===== src/rtl/disp_scan_ctrl.sv =====
// disp_scan_ctrl: four-digit multiplexed display front end.
// Converts a 14-bit binary value to BCD with a sequential shift-add-3
// converter, then scans the digits onto a shared bcd bus with
// active-low anodes.
// Optional feature macro: DISP_LZB_EN (leading-zero blanking).
module disp_scan_ctrl #(
    parameter int unsigned REFRESH_DIV = 50000
) (
    input  logic        clk,
    input  logic        rst,
    input  logic [13:0] value,
    input  logic        load,
    output logic        busy,
    output logic [3:0]  bcd,
    output logic [3:0]  an,
    output logic        overflow
);

    localparam int unsigned VW     = 14;
    localparam int unsigned BW     = 16;
    localparam int unsigned SW     = BW + VW;
    localparam int unsigned CW     = 4;
    localparam int unsigned PW     = 21;
    localparam int unsigned NSHIFT = 14;
    localparam int unsigned VMAX   = 9999;

    typedef enum logic [1:0] {
        IDLE  = 2'd0,
        SHIFT = 2'd1,
        DONE  = 2'd2
    } state_t;

    state_t        state;
    logic [SW-1:0] sr;
    logic [SW-1:0] sr_adj;
    logic [CW-1:0] cnt;
    logic          big;
    logic [BW-1:0] disp;
    logic [PW-1:0] presc;
    logic [1:0]    idx;
    logic [3:0]    sel_n;
    logic [3:0]    blank;

    // Add-3 correction of every BCD nibble >= 5; carries stay inside the nibble
    always_comb begin
        sr_adj = sr;
        for (int i = 0; i < 4; i++) begin
            if (sr[VW + 4*i +: 4] >= 4'd5) begin
                sr_adj[VW + 4*i +: 4] = sr[VW + 4*i +: 4] + 4'd3;
            end
        end
    end

    // Converter FSM; display register only changes when a result is complete
    always_ff @(posedge clk) begin
        if (rst) begin
            state    <= IDLE;
            sr       <= '0;
            cnt      <= '0;
            big      <= 1'b0;
            busy     <= 1'b0;
            overflow <= 1'b0;
            disp     <= '0;
        end else begin
            case (state)
                IDLE: begin
                    if (load) begin
                        sr    <= {BW'(0), value};
                        cnt   <= '0;
                        big   <= (value > VW'(VMAX));
                        busy  <= 1'b1;
                        state <= SHIFT;
                    end
                end
                SHIFT: begin
                    // 14 shifts, then one settle cycle so the result lands at load+16
                    if (cnt == CW'(NSHIFT)) begin
                        state <= DONE;
                    end else begin
                        sr  <= {sr_adj[SW-2:0], 1'b0};
                        cnt <= cnt + CW'(1);
                    end
                end
                DONE: begin
                    disp     <= big ? 16'hAAAA : sr[SW-1:VW];
                    overflow <= big;
                    busy     <= 1'b0;
                    state    <= IDLE;
                end
                default: state <= IDLE;
            endcase
        end
    end

    // One-hot-low select for the current scan index
    always_comb begin
        sel_n = ~(4'b0001 << idx);
    end

`ifdef DISP_LZB_EN
    // Blank digits above the most-significant non-zero digit; digit 0 always lit
    always_comb begin
        blank = 4'b0000;
        if (!overflow) begin
            if (disp[15:12] == 4'h0) blank[3] = 1'b1;
            if (disp[15:8]  == 8'h0) blank[2] = 1'b1;
            if (disp[15:4]  == 12'h0) blank[1] = 1'b1;
        end
    end
`else
    // All digits always lit
    always_comb begin
        blank = 4'b0000;
    end
`endif

    // Free-running prescaler, digit index and registered scan outputs
    always_ff @(posedge clk) begin
        if (rst) begin
            presc <= '0;
            idx   <= '0;
            an    <= 4'b1111;
            bcd   <= 4'h0;
        end else begin
            if (presc == PW'(REFRESH_DIV - 1)) begin
                presc <= '0;
                idx   <= idx + 2'd1;
            end else begin
                presc <= presc + PW'(1);
            end
            an  <= sel_n | blank;
            bcd <= disp[{idx, 2'b00} +: 4];
        end
    end

endmodule


===== config.mk =====
export PLATFORM = sky130hd
export DESIGN_NAME = disp_scan_ctrl
export DESIGN_NICKNAME = d
export VERILOG_FILES = /design/src/rtl/disp_scan_ctrl.sv
export SDC_FILE = /design/constraint.sdc
export NUM_CORES = 1
export LEC_CHECK = 0
export BUFFER_PORTS_ARGS = -buffer_cell sky130_fd_sc_hd__buf_2
export CAP_MARGIN = 25
export CORE_MARGIN = 2
export CORE_UTILIZATION = 37
export CTS_CLUSTER_DIAMETER = 40
export DETAILED_ROUTE_END_ITERATION = 16
export SLEW_MARGIN = 20
export SYNTH_ARGS = -nofsm -noshare
export SYNTH_HDL_FRONTEND = slang
export SYNTH_SLANG_ARGS = --single-unit
export TNS_END_PERCENT = 100

===== constraint.sdc =====
create_clock -name clk -period 2.2 [get_ports clk]
set_input_delay 0.55 -clock clk [delete_from_list [all_inputs] [get_ports clk]]
set_output_delay 0.55 -clock clk [all_outputs]
set_load 0.01 [all_outputs]

---- After elaboration in Yosys (flattened, before gate mapping) ----
Index checks and enable logic that the tools add are counted.
operators by class
  muxes and demuxes ....................... 16
  order comparisons ....................... 5
  bitwise logic cells ..................... 1
  shift-type cells ........................ 2
  eq/ne operators ......................... 7
  reductions and logical operators ........ 8
  $add $sub $neg .......................... 7
operators by type and width
  kind                                                   number
  2-to-1 mux 30 bit                                      2
  case mux 30 bit (2 select lines)                       1
  adder 21 x 1 -> 21 bit, second input constant          1
  == test 21 x 16 -> 1 bit, second input constant        1
  2-to-1 mux 4 bit                                       5
  >= comparator 4 x 3 -> 1 bit, second input constant    4
  2-to-1 mux 16 bit                                      1
  variable part select 16 x 5 -> 4 bit                   1
  greater-than comparator 14 bit, second input constant  1
  adder 4 x 2 -> 4 bit, second input constant            3
  case mux 4 bit (2 select lines)                        1
  != test 2 bit, second input constant                   3
  AND reduction 2 bit                                    3
  adder 4 x 1 -> 4 bit, second input constant            1
  == test 4 bit, second input constant                   1
  2-to-1 mux 2 bit                                       2
  inverter 4 bit                                         1
  case mux 2 bit (2 select lines)                        1
  nonzero test 2 bit                                     2
  left shift 1 x 2 -> 4 bit, first input constant        1
  adder 3 x 2 -> 3 bit, second input constant            1
  2-to-1 mux 3 bit                                       1
  AND reduction 3 bit                                    1
  adder 2 x 1 -> 2 bit, second input constant            1
  6 further kinds                                        6
storage, ports and cells
  output and inout port bits .............. 10
  logic and storage cells ................. 57
  input bits .............................. 17
  register bits after elaboration ......... 86

---- Longest topological paths before layout ----
Gate-level depths: netlist of run 1.
  word-level depth ........................ 4
  depth in mapped cells ................... 8
  mapped depth without buffers ............ 6

---- Worst setup path after synthesis of run 1 ----
OpenSTA, ideal clock, no wires.
  path kind ............................... flip-flop to flip-flop
  start ................................... register presc[0]
  end ..................................... register idx[0]
  data required time ...................... 2.077 ns
  buffers on the path ..................... 1
  arrival ................................. 1.601 ns
  period minus slack after synthesis ...... 1.724 ns
  library setup time ...................... 0.123 ns
  stages on the path, launching flop included .. 7
  path slack .............................. 0.476 ns
  cells stage by stage .................... dfxtp_1 ha_1 and3_1 buf_2 nand4_1 nor4_1 mux2_1
on the way
  word-level cells in the longest chain between the ends .. 1
ends and longest elaborated chain
  what                      RTL line  source
  start, declared           39        logic [PW-1:0] presc;
  start signal, assigned    129       presc <= presc + PW'(1);
  == test 21 x 16 -> 1 bit  125       if (presc == PW'(REFRESH_DIV - 1)) begin
  end signal, assigned      127       idx <= idx + 2'd1;
  end, declared             40        logic [1:0] idx;
Every way passes these cells.
A chain may end at the register's enable or synchronous reset.

---- Final worst setup path of run 1 ----
  start ................................... register cnt[0]
  end ..................................... register sr[25]
on the way
  word-level cells in the longest chain between the ends .. 3
ends and longest elaborated chain
  what                                  RTL line  source
  start, declared                       36        logic [CW-1:0] cnt;
  start signal, assigned                81        cnt <= cnt + CW'(1);
  == test 4 bit                         77        if (cnt == CW'(NSHIFT)) begin
  != test 2 bit (no source line)        -
  AND reduction 3 bit (no source line)  -
  end signal, assigned                  68        sr <= {BW'(0), value};
  end signal, assigned                  80        sr <= {sr_adj[SW-2:0], 1'b0};
  end, declared                         34        logic [SW-1:0] sr;
Every way passes these cells.

==> results of run 1 <==
==> cells in the mapped netlist (all sizes together), types with 2 or more instances <==
cell type  instances  area share
mux4               4       0.024
xnor2             14       0.032
nor3              25       0.033
inv               16       0.016
mux2               6       0.018
a21oi             38       0.052
clkbuf            19       0.019
o31ai              2      0.0040
nor3b              2      0.0040
nand3b             4      0.0079
nand4              9       0.015
and4               2      0.0046
nand2             49       0.049
nor2              36       0.036
a22oi             13       0.026
and2               5      0.0083
dfxtp             86        0.45
and3               2      0.0033
nand3             14       0.020
xor2               8       0.018
nor4              10       0.017
or3                8       0.013
nand2b             5      0.0083
buf                5      0.0059
o21ai             15       0.020
mux2i              2      0.0053
ha                15       0.050
o22ai              4      0.0066
==> area by class of cell <==
cell class,instances,area [µm²]
Inverter,16,60.1
Tap cell,133,166
Clock inverter,6,37.5
Multi-Input combinational cell,306,1930
Timing Repair Buffer,38,220
Sequential cell,86,1720
Fill cell,981,5600
Clock buffer,10,138
==> placed cells by master, fill, tap and decap left out, types with 9 or more instances in the layout <==
cell type,count
sky130_fd_sc_hd__nand2_1,49
sky130_fd_sc_hd__nand3_1,13
sky130_fd_sc_hd__dfxtp_1,86
sky130_fd_sc_hd__nor2_1,36
sky130_fd_sc_hd__buf_2,26
sky130_fd_sc_hd__a21oi_1,36
sky130_fd_sc_hd__clkbuf_8,10
sky130_fd_sc_hd__o21ai_0,15
sky130_fd_sc_hd__ha_1,15
sky130_fd_sc_hd__xnor2_1,14
sky130_fd_sc_hd__inv_1,16
sky130_fd_sc_hd__a22oi_1,13
sky130_fd_sc_hd__buf_4,12
sky130_fd_sc_hd__nor3_1,25
sky130_fd_sc_hd__nand4_1,9
sky130_fd_sc_hd__nor4_1,10
==> state kept, by name, summed over array words and instances, names as in the netlist <==
signal    cells
an            4
disp         16
cnt           4
overflow      1
busy          1
state         2
bcd           4
sr           30
presc        21
big           1
idx           2
==> power breakdown <==
group | switching (mW) | internal, mW | total (mW)
Combinational | 0.108 | 0.0647 | 0.172
Clock | 0.561 | 0.437 | 0.999
Sequential | 0.0245 | 1.59 | 1.61
==> path summary, 6_finish.rpt <==
path | start | end | slack (ps) | cells after the start
worst max-delay path | cnt[0] | sr[25] | 270 | 6
worst min-delay path | value[0] | sr[0] | 430 | 3
worst max register to register | cnt[0] | sr[25] | 270 | 6
worst min register to register | disp[4] | disp[4] | 450 | 2
==> critical path, delay by kind of cell, from the launching register on <==
kind | cells | cell delay, ps
flip-flops | 1 | 350
buffers and inverters | 1 | 60
adder cells (fa/ha/maj) | 1 | 140
AND/OR/NAND/NOR | 1 | 210
AO/OA/AOI/OAI | 3 | 1110
==> routing by layer <==
metal / global-route usage / share of wire / vias up
li1: - / - / 1564
met4: 0.0629 / 0.0098 / 0
met1: 0.208 / 0.49 / 1400
met3: 0.0250 / 0.042 / 6
met2: 0.234 / 0.45 / 56
met5: 0 / 0 / -
==> logic make-up (layout without fill, tap and decap cells) <==
family                     count (synthesis)  after routing
and+or+nand+nor                          177            177
DFF                                       86             86
buffers and inverters                     40             70
muxes                                     12             12
AOI/OAI and AO/OA                         80             80
adders and majority gates                 15             15
xor gates and xnor gates                  22             22
==> metrics.cfg, run 1 <==
[critical_path]
arrival_time_of_data_at_the_critical_path_endpoint_ps = 2220
critPathRequiredTime_ps = 2490
critical-path-max-stage-delay_ps = 740
timing.critical_path.slowest_stage_cell = sky130_fd_sc_hd__a21oi_2
critical_path_peak_fanout = 19
worstSetupPathType = reg2reg
timing.critical_path.from_type = flop
crit_path_cell_chain = inv_1, ha_1, nand3_1, a21oi_2, o21ai_0, a21oi_1
worstSetupEndpointType = flop

[sta]
relSlewSlack = 0.356
final_min_period_over_clock_period = 0.878
tightest_slew_ps = 960
grt_setup_unrepaired = no
clock-skew-final_ps = 13.6
timing.final.setup_violations = 0
setup_tns_ps = 0
slew_viol_final = 0
hold-worst-slack_ps = 428
period_needed_ps = 1930
fmaxAchievable_mhz = 518
timing.final.ws_setup_ps = 269
timing.final.hold_violations = 0

[drt]
post_drt_via_cell_ratio = 5.09
dr.first_iter.drc_count = 167
drt_wl_total_um = 7920
avgRoutedWirePerCell_um = 13.3
dr.pass1.iters = 4
detail-route-antenna-nets = 0
route.vias.total = 3026
drc_errors = 0

[status]
outcome = complete, no violations

[floorplanning]
die-height_um = 105
fp.coreArea_mm2 = 0.00986
die-width_um = 105
initial_core_utilization = 0.384
boundaryPins = 27
die-area_mm2 = 0.0111
num_rows = 36

[synthesis]
yosys_register_bits = 86
synth_top_family_by_area = simple AND/OR/NAND/NOR gates
synthesis.yosys.warnings = 0
netlist_area_mm2 = 0.00379
synth_adder_area_share = 0.0495
synth_seq_area_share = 0.454
synth-edff-count = 0
synthSimpleGateAreaFrac = 0.231
postSynth.topFlopCell = sky130_fd_sc_hd__dfxtp_1
syn-num-nets = 464
synth_cells = 432
synth_async_sr_flop_share = 0
synthXorXnorAreaFrac = 0.0509
post_synthesis_cell_type_count = 46
synth_compound_gate_area_share = 0.127
muxShareOfSynthArea = 0.0469
syn-mean-instance-area_um2 = 8.77

[cells_and_area]
area_growth_from_synthesis_to_final_layout_pct = 12.7
final_design_area_no_fill_mm2 = 0.00427
final_core_utilization = 0.433
fin_cells = 595
post_route_cells_drive_above_1_share = 0.154
final_net_count = 489
antenna-diode-count = 0

[grt]
number_of_global_route_vias_before_repair = 2876
track_usage = 0.151
globalRoute.totalOverflow = 0
number_of_antenna_violations_at_the_first_check_in_global_routing = 0
grt_pass1_wl_um = 13700
grt_start_max_net_pins = 24

[cts]
clk-insertion-delay-late_ps = 360
ctsHoldBuffers = 0
htreeDepth = 3
clock_tree_from_tritoncts = yes
clk_buf_depth = 2
cts_resized = 0
cts.root.buffer_cell = sky130_fd_sc_hd__clkbuf_8
numClockSinks = 86
post_cts_buffers = 0
cts.clk_slew.worst_paths_ps = 80
cts_buffers = 9

[placed_design]
placedInstanceArea_mm2 = 0.00409
place.port_buffers = 26
placement.setup.worst_slack_ps = 235
gpl.final_weighted_congestion = 0.751
numPlacedInstances = 579
dp_hpwl_um = 5500

[pwr]
static-leakage-power_nw = 1.52
ir_worst_vdd_mv = 0.297
total_power_mw = 2.78
power_density_mw_per_mm2 = 651

[flow_run]
cap_viol_max_count = 0

[hold_path]
min-delay-path-class = in2reg

Note: power is estimated with default switching activity, not from simulation.
==> run 2, diff against run 1 <==
--- a/config.mk
+++ b/config.mk
@@ -11,6 +11,7 @@
 export CORE_UTILIZATION = 37
 export CTS_CLUSTER_DIAMETER = 40
 export DETAILED_ROUTE_END_ITERATION = 16
+export REMOVE_ABC_BUFFERS = 1
 export SLEW_MARGIN = 20
 export SYNTH_ARGS = -nofsm -noshare
 export SYNTH_HDL_FRONTEND = slang
==> run 2 against run 1 <==
Compared with the run above: via count increased by 1.4%; non-clock buffer count decreased by 1; routed wire length decreased by 0.37%; combinational power about the same; clock power increased by 12%; critical endpoint is now sr[26]; hold slack improved by 11 ps; total power increased by 4.2%; utilization increased by 0.22 points; critical path depth unchanged; setup slack got worse by 26 ps; largest cell class unchanged; global-route usage about the same.
==> metrics.cfg, run 2 (same netlist as run 1, synthesis figures left out) <==
[status]
outcome = complete, no violations  ; unchanged

[floorplanning]
die-area_mm2 = 0.0111  ; unchanged
die-width_um = 105  ; unchanged
fp.coreArea_mm2 = 0.00986  ; unchanged
boundaryPins = 27  ; unchanged
initial_core_utilization = 0.384  ; unchanged
num_rows = 36  ; unchanged
die-height_um = 105  ; unchanged

[pwr]
total_power_mw = 2.90  ; was 2.78 mW
power_density_mw_per_mm2 = 676  ; was 651 mW/mm²
ir_worst_vdd_mv = 0.512  ; was 0.297 mV
static-leakage-power_nw = 1.52  ; about the same

[sta]
slew_viol_final = 0  ; unchanged
grt_setup_unrepaired = no  ; unchanged
clock-skew-final_ps = 9.49  ; was 13.6 ps
timing.final.hold_violations = 0  ; unchanged
relSlewSlack = 0.413  ; was 0.356
period_needed_ps = 1960  ; was 1930 ps
fmaxAchievable_mhz = 511  ; was 518 MHz
tightest_slew_ps = 880  ; was 960 ps
final_min_period_over_clock_period = 0.890  ; was 0.878
timing.final.setup_violations = 0  ; unchanged

[cells_and_area]
most-common-layout-cells = 86 x sky130_fd_sc_hd__dfxtp_1, 49 x sky130_fd_sc_hd__nand2_1, 36 x sky130_fd_sc_hd__nor2_1, 36 x sky130_fd_sc_hd__a21oi_1, 26 x sky130_fd_sc_hd__buf_2  ; unchanged
largest_reg_flops = 30  ; unchanged
layout.cells.most_common = sky130_fd_sc_hd__dfxtp_1  ; unchanged
largestRegisters = sr (30), presc (21), disp (16)  ; unchanged
final_design_area_no_fill_mm2 = 0.00429  ; was 0.00427 mm²
top_register = sr  ; unchanged
final_net_count = 488  ; was 489
post_route_cells_drive_above_1_share = 0.152  ; was 0.154
antenna-diode-count = 0  ; unchanged
fin_cells = 594  ; was 595
area_growth_from_synthesis_to_final_layout_pct = 13.2  ; was 12.7%
fillerInstances = 980  ; was 981

[drt]
avgRoutedWirePerCell_um = 13.3  ; about the same
route.vias.total = 3069  ; was 3026
detail-route-antenna-nets = 0  ; unchanged
dr.pass1.iters = 5  ; was 4
dr.first_iter.drc_count = 141  ; was 167
post_drt_via_cell_ratio = 5.17  ; was 5.09
drt_wl_total_um = 7890  ; was 7920 µm
drc_errors = 0  ; unchanged

[flow_run]
cap_viol_max_count = 0  ; unchanged

[critical_path]
critical-path-max-stage-delay_ps = 400  ; was 740 ps
worst_case_register_to_register_setup_slack_ps = 240  ; was 270 ps
timing.critical_path.slowest_stage_cell = sky130_fd_sc_hd__and2_1  ; was sky130_fd_sc_hd__a21oi_2
critical_path_peak_fanout = 11  ; was 19
timing.rr.end = sr[26]  ; was sr[25]
cp.buffers_inverters = 1  ; unchanged
worstSetupEndpointType = flop  ; unchanged
critPathRequiredTime_ps = 2460  ; was 2490 ps
timing.critical_path.from_type = flop  ; unchanged
worstSetupPathType = reg2reg  ; unchanged
r2r-start = cnt[0]  ; unchanged
arrival_time_of_data_at_the_critical_path_endpoint_ps = 2220  ; about the same
rr_worst_depth = 6  ; unchanged
crit_family = simple AND/OR/NAND/NOR gates  ; was compound AO/OA/AOI/OAI gates
crit_path_cell_chain = inv_1, ha_1, nand3_1, and2_1, nand2_1, o31ai_1  ; was inv_1, ha_1, nand3_1, a21oi_2, o21ai_0, a21oi_1

[cts]
clk_buf_depth = 2  ; unchanged
clock_tree_from_tritoncts = yes  ; unchanged
post_cts_buffers = 0  ; unchanged
numClockSinks = 86  ; unchanged
cts.root.buffer_cell = sky130_fd_sc_hd__clkbuf_8  ; unchanged
htreeDepth = 3  ; unchanged
clk-insertion-delay-late_ps = 350  ; was 360 ps
cts_buffers = 9  ; unchanged
cts.clk_slew.worst_paths_ps = 80  ; about the same

[placed_design]
placedInstanceArea_mm2 = 0.00408  ; was 0.00409 mm²
numPlacedInstances = 577  ; was 579
gpl.final_weighted_congestion = 0.810  ; was 0.751
place.port_buffers = 26  ; unchanged
dp_hpwl_um = 5560  ; was 5500 µm

[hold_path]
min_delay_path_depth = 3  ; unchanged
startpoint_of_the_most_critical_hold_path = value[0]  ; unchanged
min-delay-path-class = in2reg  ; unchanged
hold_end = sr[0]  ; unchanged

[grt]
track_usage = 0.151  ; about the same
number_of_antenna_violations_at_the_first_check_in_global_routing = 0  ; unchanged
grt_start_max_net_pins = 30  ; was 24
grt_pass1_wl_um = 13700  ; about the same
number_of_global_route_vias_before_repair = 2912  ; was 2876
globalRoute.totalOverflow = 0  ; unchanged

==> run 2: cell types whose count changed in the layout (fill, tap and decap cells not counted), sizes merged <==
cell	change
clkinv	-4
buf	-2
clkbuf	+2
clkinvlp	+2
bufinv	+1
==> run 2: layout make-up <==
type | instances | area, µm² | share of cell area
clock inverter | 5 | 58.8 | 0.0137
inverter | 16 | 60.1 | 0.0140
sequential | 86 | 1720 | 0.401
clock buffer | 11 | 141 | 0.0330
multi-input combinational | 306 | 1930 | 0.450
timing repair buffer | 37 | 210 | 0.0490
tap | 133 | 166 | 0.0388
==> run 2: metal layers <==
layer	vias up	share of wire	GRT usage
met2	61	0.45	0.235
met3	5	0.047	0.0318
met5	-	0	0
met1	1443	0.50	0.209
li1	1560	-	-
met4	0	0.0063	0.0457
==> run 2: where the power goes <==
part | leakage (nW) | switching [mW] | internal, mW
sequential | 0.697 | 0.0251 | 1.59
combinational | 0.723 | 0.108 | 0.0643
clock | 0.0955 | 0.559 | 0.556
total | 1.52 | 0.692 | 2.21
==> run 2: worst max-delay path by stage <==
stage,depth (start not counted),slack (ps),endpoint,start
global route,6,70,presc[16],presc[0]
floorplan,5,-740,presc[16],presc[0]
detailed placement,5,140,idx[0],presc[0]
global placement,5,190,idx[0],presc[0]
CTS,5,120,idx[0],presc[0]
finish,6,240,sr[26],cnt[0]
==> run 2: timing repair <==
item / CTS / global route
gates resized for setup: 0 / 1
hold buffers: 0 / 0
endpoints found under the setup margin: 0 / 1
==> run 2: worst reg2reg max path: cells and delay by family (launching register included) <==
family / cells / cell delay (ps)
AOI/OAI and AO/OA: 1 / 310
adders and majority gates: 1 / 190
buffers and inverters: 1 / 60
DFF: 1 / 380
and+or+nand+nor: 3 / 930
==> run 2: through the flow <==
step,utilization,hold slack (ps),worst slack [ps],TNS (ps)
CTS,0.434,428,123,0
finish,0.435,439,243,0
detailed placement,0.413,445,139,0
floorplan,-,423,-737,-17400
global route,0.435,459,65.9,0
global placement,0.413,442,188,0
==> run 3, diff against run 2 <==
--- a/config.mk
+++ b/config.mk
@@ -5,8 +5,10 @@
 export SDC_FILE = /design/constraint.sdc
 export NUM_CORES = 1
 export LEC_CHECK = 0
+export ABC_AREA = 1
 export BUFFER_PORTS_ARGS = -buffer_cell sky130_fd_sc_hd__buf_2
 export CAP_MARGIN = 25
+export CORE_ASPECT_RATIO = 1.1
 export CORE_MARGIN = 2
 export CORE_UTILIZATION = 37
 export CTS_CLUSTER_DIAMETER = 40
==> run 3 against run 2 <==
Compared with the run above: flip-flop and latch count unchanged; clock skew up 1.6 ps; clock power up 32%; setup slack better by 350 ps; sequential power about the same; combinational power up 13%; largest power group unchanged; global-route usage about the same; utilization down 1.3 points; hold slack better by 20 ps.
==> metrics.cfg, run 3 <==
[sta]
slew_viol_final = 0  ; unchanged
grt_setup_unrepaired = no  ; unchanged
final_min_period_over_clock_period = 0.729  ; was 0.890
tightest_slew_ps = 518  ; was 880 ps
clock-skew-final_ps = 11.1  ; was 9.49 ps
period_needed_ps = 1600  ; was 1960 ps
fmaxAchievable_mhz = 624  ; was 511 MHz
relSlewSlack = 0.654  ; was 0.413
timing.final.setup_violations = 0  ; unchanged
setup_tns_ps = 0  ; unchanged
timing.final.hold_violations = 0  ; unchanged

[drt]
drc_errors = 0  ; unchanged
drt_wl_total_um = 8470  ; was 7890 µm
dr.pass1.iters = 4  ; was 5
route.vias.total = 3503  ; was 3069
post_drt_via_cell_ratio = 4.89  ; was 5.17
dr.first_iter.drc_count = 173  ; was 141
detail-route-antenna-nets = 0  ; unchanged
avgRoutedWirePerCell_um = 11.8  ; was 13.3 µm

[critical_path]
critPathRequiredTime_ps = 2460  ; about the same
worstSetupPathType = reg2reg  ; unchanged
critical_path_peak_fanout = 27  ; was 11
cp.buffers_inverters = 1  ; unchanged
timing.critical_path.from_type = flop  ; unchanged
critical-path-max-stage-delay_ps = 640  ; was 400 ps
worstSetupEndpointType = flop  ; unchanged
crit_family = flip-flops  ; was simple AND/OR/NAND/NOR gates
timing.critical_path.slowest_stage_cell = sky130_fd_sc_hd__dfxtp_1  ; was sky130_fd_sc_hd__and2_1
arrival_time_of_data_at_the_critical_path_endpoint_ps = 1860  ; was 2220 ps
crit_path_cell_chain = nor2_2, nand2_2, nand2_4, inv_4, o21ai_0, a21oi_1  ; was inv_1, ha_1, nand3_1, and2_1, nand2_1, o31ai_1

[floorplanning]
initial_core_utilization = 0.376  ; was 0.384
fp.coreArea_mm2 = 0.0109  ; was 0.00986 mm²
die-width_um = 104  ; was 105 µm
die-height_um = 114  ; was 105 µm
boundaryPins = 27  ; unchanged
num_rows = 40  ; was 36
die-area_mm2 = 0.0119  ; was 0.0111 mm²

[synthesis]
synthSimpleGateAreaFrac = 0.291  ; was 0.231
synth_adder_area_share = 0.0460  ; was 0.0495
synth-edff-count = 0  ; unchanged
synthDominantAreaCellType = sky130_fd_sc_hd__dfxtp_1  ; unchanged
yosys_register_bits = 86  ; unchanged
syn-mean-instance-area_um2 = 7.54  ; was 8.77 µm²
synth_most_common_cell = sky130_fd_sc_hd__nand2_1  ; was sky130_fd_sc_hd__dfxtp_1
post_synthesis_cell_type_count = 36  ; was 46
synthesis.yosys.warnings = 0  ; unchanged
muxShareOfSynthArea = 0  ; was 0.0469
synth_async_sr_flop_share = 0  ; unchanged
synth_cells = 541  ; was 432
synth.top_cells.by_area = sky130_fd_sc_hd__dfxtp_1 42%, sky130_fd_sc_hd__nand2_1 12%, sky130_fd_sc_hd__a21oi_1 5.3%  ; was sky130_fd_sc_hd__dfxtp_1 45%, sky130_fd_sc_hd__ha_1 5.0%, sky130_fd_sc_hd__nand2_1 4.9%
netlist_area_mm2 = 0.00408  ; was 0.00379 mm²
synth_compound_gate_area_share = 0.145  ; was 0.127
synthXorXnorAreaFrac = 0.0172  ; was 0.0509
synth.top_cells.by_count = 135 x sky130_fd_sc_hd__nand2_1, 86 x sky130_fd_sc_hd__dfxtp_1, 54 x sky130_fd_sc_hd__nor2_1  ; was 86 x sky130_fd_sc_hd__dfxtp_1, 49 x sky130_fd_sc_hd__nand2_1, 36 x sky130_fd_sc_hd__a21oi_1, 36 x sky130_fd_sc_hd__nor2_1, 25 x sky130_fd_sc_hd__nor3_1
postSynth.topFlopCell = sky130_fd_sc_hd__dfxtp_1  ; unchanged
synth_top_family_by_area = simple AND/OR/NAND/NOR gates  ; unchanged
synth_seq_area_share = 0.422  ; was 0.454
netlist.area_leader.share = 0.422  ; was 0.454

[cells_and_area]
most-common-layout-cells = 135 x sky130_fd_sc_hd__nand2_1, 86 x sky130_fd_sc_hd__dfxtp_1, 54 x sky130_fd_sc_hd__nor2_1, 43 x sky130_fd_sc_hd__inv_1, 43 x sky130_fd_sc_hd__a21oi_1  ; was 86 x sky130_fd_sc_hd__dfxtp_1, 49 x sky130_fd_sc_hd__nand2_1, 36 x sky130_fd_sc_hd__nor2_1, 36 x sky130_fd_sc_hd__a21oi_1, 26 x sky130_fd_sc_hd__buf_2
post_route_cells_drive_above_1_share = 0.135  ; was 0.152
final_core_utilization = 0.422  ; was 0.435
antenna-diode-count = 0  ; unchanged
largest_reg_flops = 30  ; unchanged
layout.cells.most_common = sky130_fd_sc_hd__nand2_1  ; was sky130_fd_sc_hd__dfxtp_1
area_growth_from_synthesis_to_final_layout_pct = 12.3  ; was 13.2%
final_design_area_no_fill_mm2 = 0.00458  ; was 0.00429 mm²
final_net_count = 596  ; was 488
largestRegisters = sr (30), presc (21), disp (16)  ; unchanged
top_register = sr  ; unchanged

[placed_design]
place.port_buffers = 26  ; unchanged
dp_hpwl_um = 6080  ; was 5560 µm
gpl.final_weighted_congestion = 0.858  ; was 0.810
placedInstanceArea_mm2 = 0.00429  ; was 0.00408 mm²

[hold_path]
min-delay-path-class = in2reg  ; unchanged

[grt]
globalRoute.totalOverflow = 0  ; unchanged
number_of_antenna_violations_at_the_first_check_in_global_routing = 0  ; unchanged
number_of_global_route_vias_before_repair = 3284  ; was 2912
grt_pass1_wl_um = 14700  ; was 13700 µm
track_usage = 0.151  ; about the same
grt_start_max_net_pins = 28  ; was 30

[cts]
numClockSinks = 86  ; unchanged
ctsHoldBuffers = 0  ; unchanged
cts_buffers = 9  ; unchanged
clock_tree_from_tritoncts = yes  ; unchanged
cts.root.buffer_cell = sky130_fd_sc_hd__clkbuf_16  ; was sky130_fd_sc_hd__clkbuf_8
clk-insertion-delay-late_ps = 340  ; was 350 ps
htreeDepth = 3  ; unchanged
post_cts_buffers = 0  ; unchanged
clk_buf_depth = 2  ; unchanged
cts_resized = 0  ; unchanged
cts.clk_slew.worst_paths_ps = 60  ; was 80 ps

[pwr]
static-leakage-power_nw = 1.65  ; was 1.52 nW
ir_worst_vdd_mv = 0.308  ; was 0.512 mV
power_density_mw_per_mm2 = 719  ; was 676 mW/mm²
total_power_mw = 3.30  ; was 2.90 mW

[status]
outcome = complete, no violations  ; unchanged

[flow_run]
cap_viol_max_count = 0  ; unchanged

## run 3: changes by cell type in the layout (fill, tap and decap cells not counted), sizes merged, moves of 16 or more
| cell | change |
|---|---|
| nor2 | +30 |
| nand2 | +95 |
| nor3 | -22 |
| nand3 | +17 |
| inv | +36 |
| a31oi | +16 |
## run 3: layout make-up
class                   instances  area (µm²)
clock buffers                  11         233
clock inverters                 5        57.6
fillers                      1125        6280
inverters                      50         193
multi-input cells             387        2030
flip-flops and latches         86        1720
well taps                     147         184
repair buffers                 30         160
## run 3: worst paths after layout
check	depth (start not counted)	end	from	slack [ps]
max	6	cnt[0]	state[1]	600
min	3	sr[0]	value[0]	460
max reg2reg	6	cnt[0]	state[1]	600
min reg2reg	2	sr[0]	sr[0]	470
## run 3: cells by family after synthesis
group | after synthesis
AND/OR/NAND/NOR | 260
AO/OA/AOI/OAI | 104
flip-flops | 86
buffers and inverters | 68
adder cells (fa/ha/maj) | 15
XOR/XNOR | 8
## run 3: power by group
part	internal [mW]	switching, mW
clock network	0.884	0.598
logic	0.0620	0.133
registers	1.59	0.0261
total	2.54	0.757
## run 3: metal layers
layer | share of wire | global-route usage | vias up | routed length, µm
met3 | 0.044 | 0.0376 | 13 | 370
met5 | 0 | 0 | - | 0
met1 | 0.49 | 0.189 | 1596 | 4120
met2 | 0.45 | 0.253 | 68 | 3830
li1 | - | - | 1826 | -
met4 | 0.017 | 0.0550 | 0 | 144
## run 3: metrics by stage
step,hold WS [ps],worst slack [ps],cells
floorplan,435,862,523
global placement,453,634,700
detailed placement,457,613,700
CTS,449,589,716
global route,487,435,716
finish,459,597,716
## run 3: worst reg2reg max path, stage by stage (launching register included)
cell and delay [ps]:
sky130_fd_sc_hd__dfxtp_1 640, sky130_fd_sc_hd__nor2_2 90, sky130_fd_sc_hd__nand2_2 130, sky130_fd_sc_hd__nand2_4 130, sky130_fd_sc_hd__inv_4 260, sky130_fd_sc_hd__o21ai_0 130, sky130_fd_sc_hd__a21oi_1 150
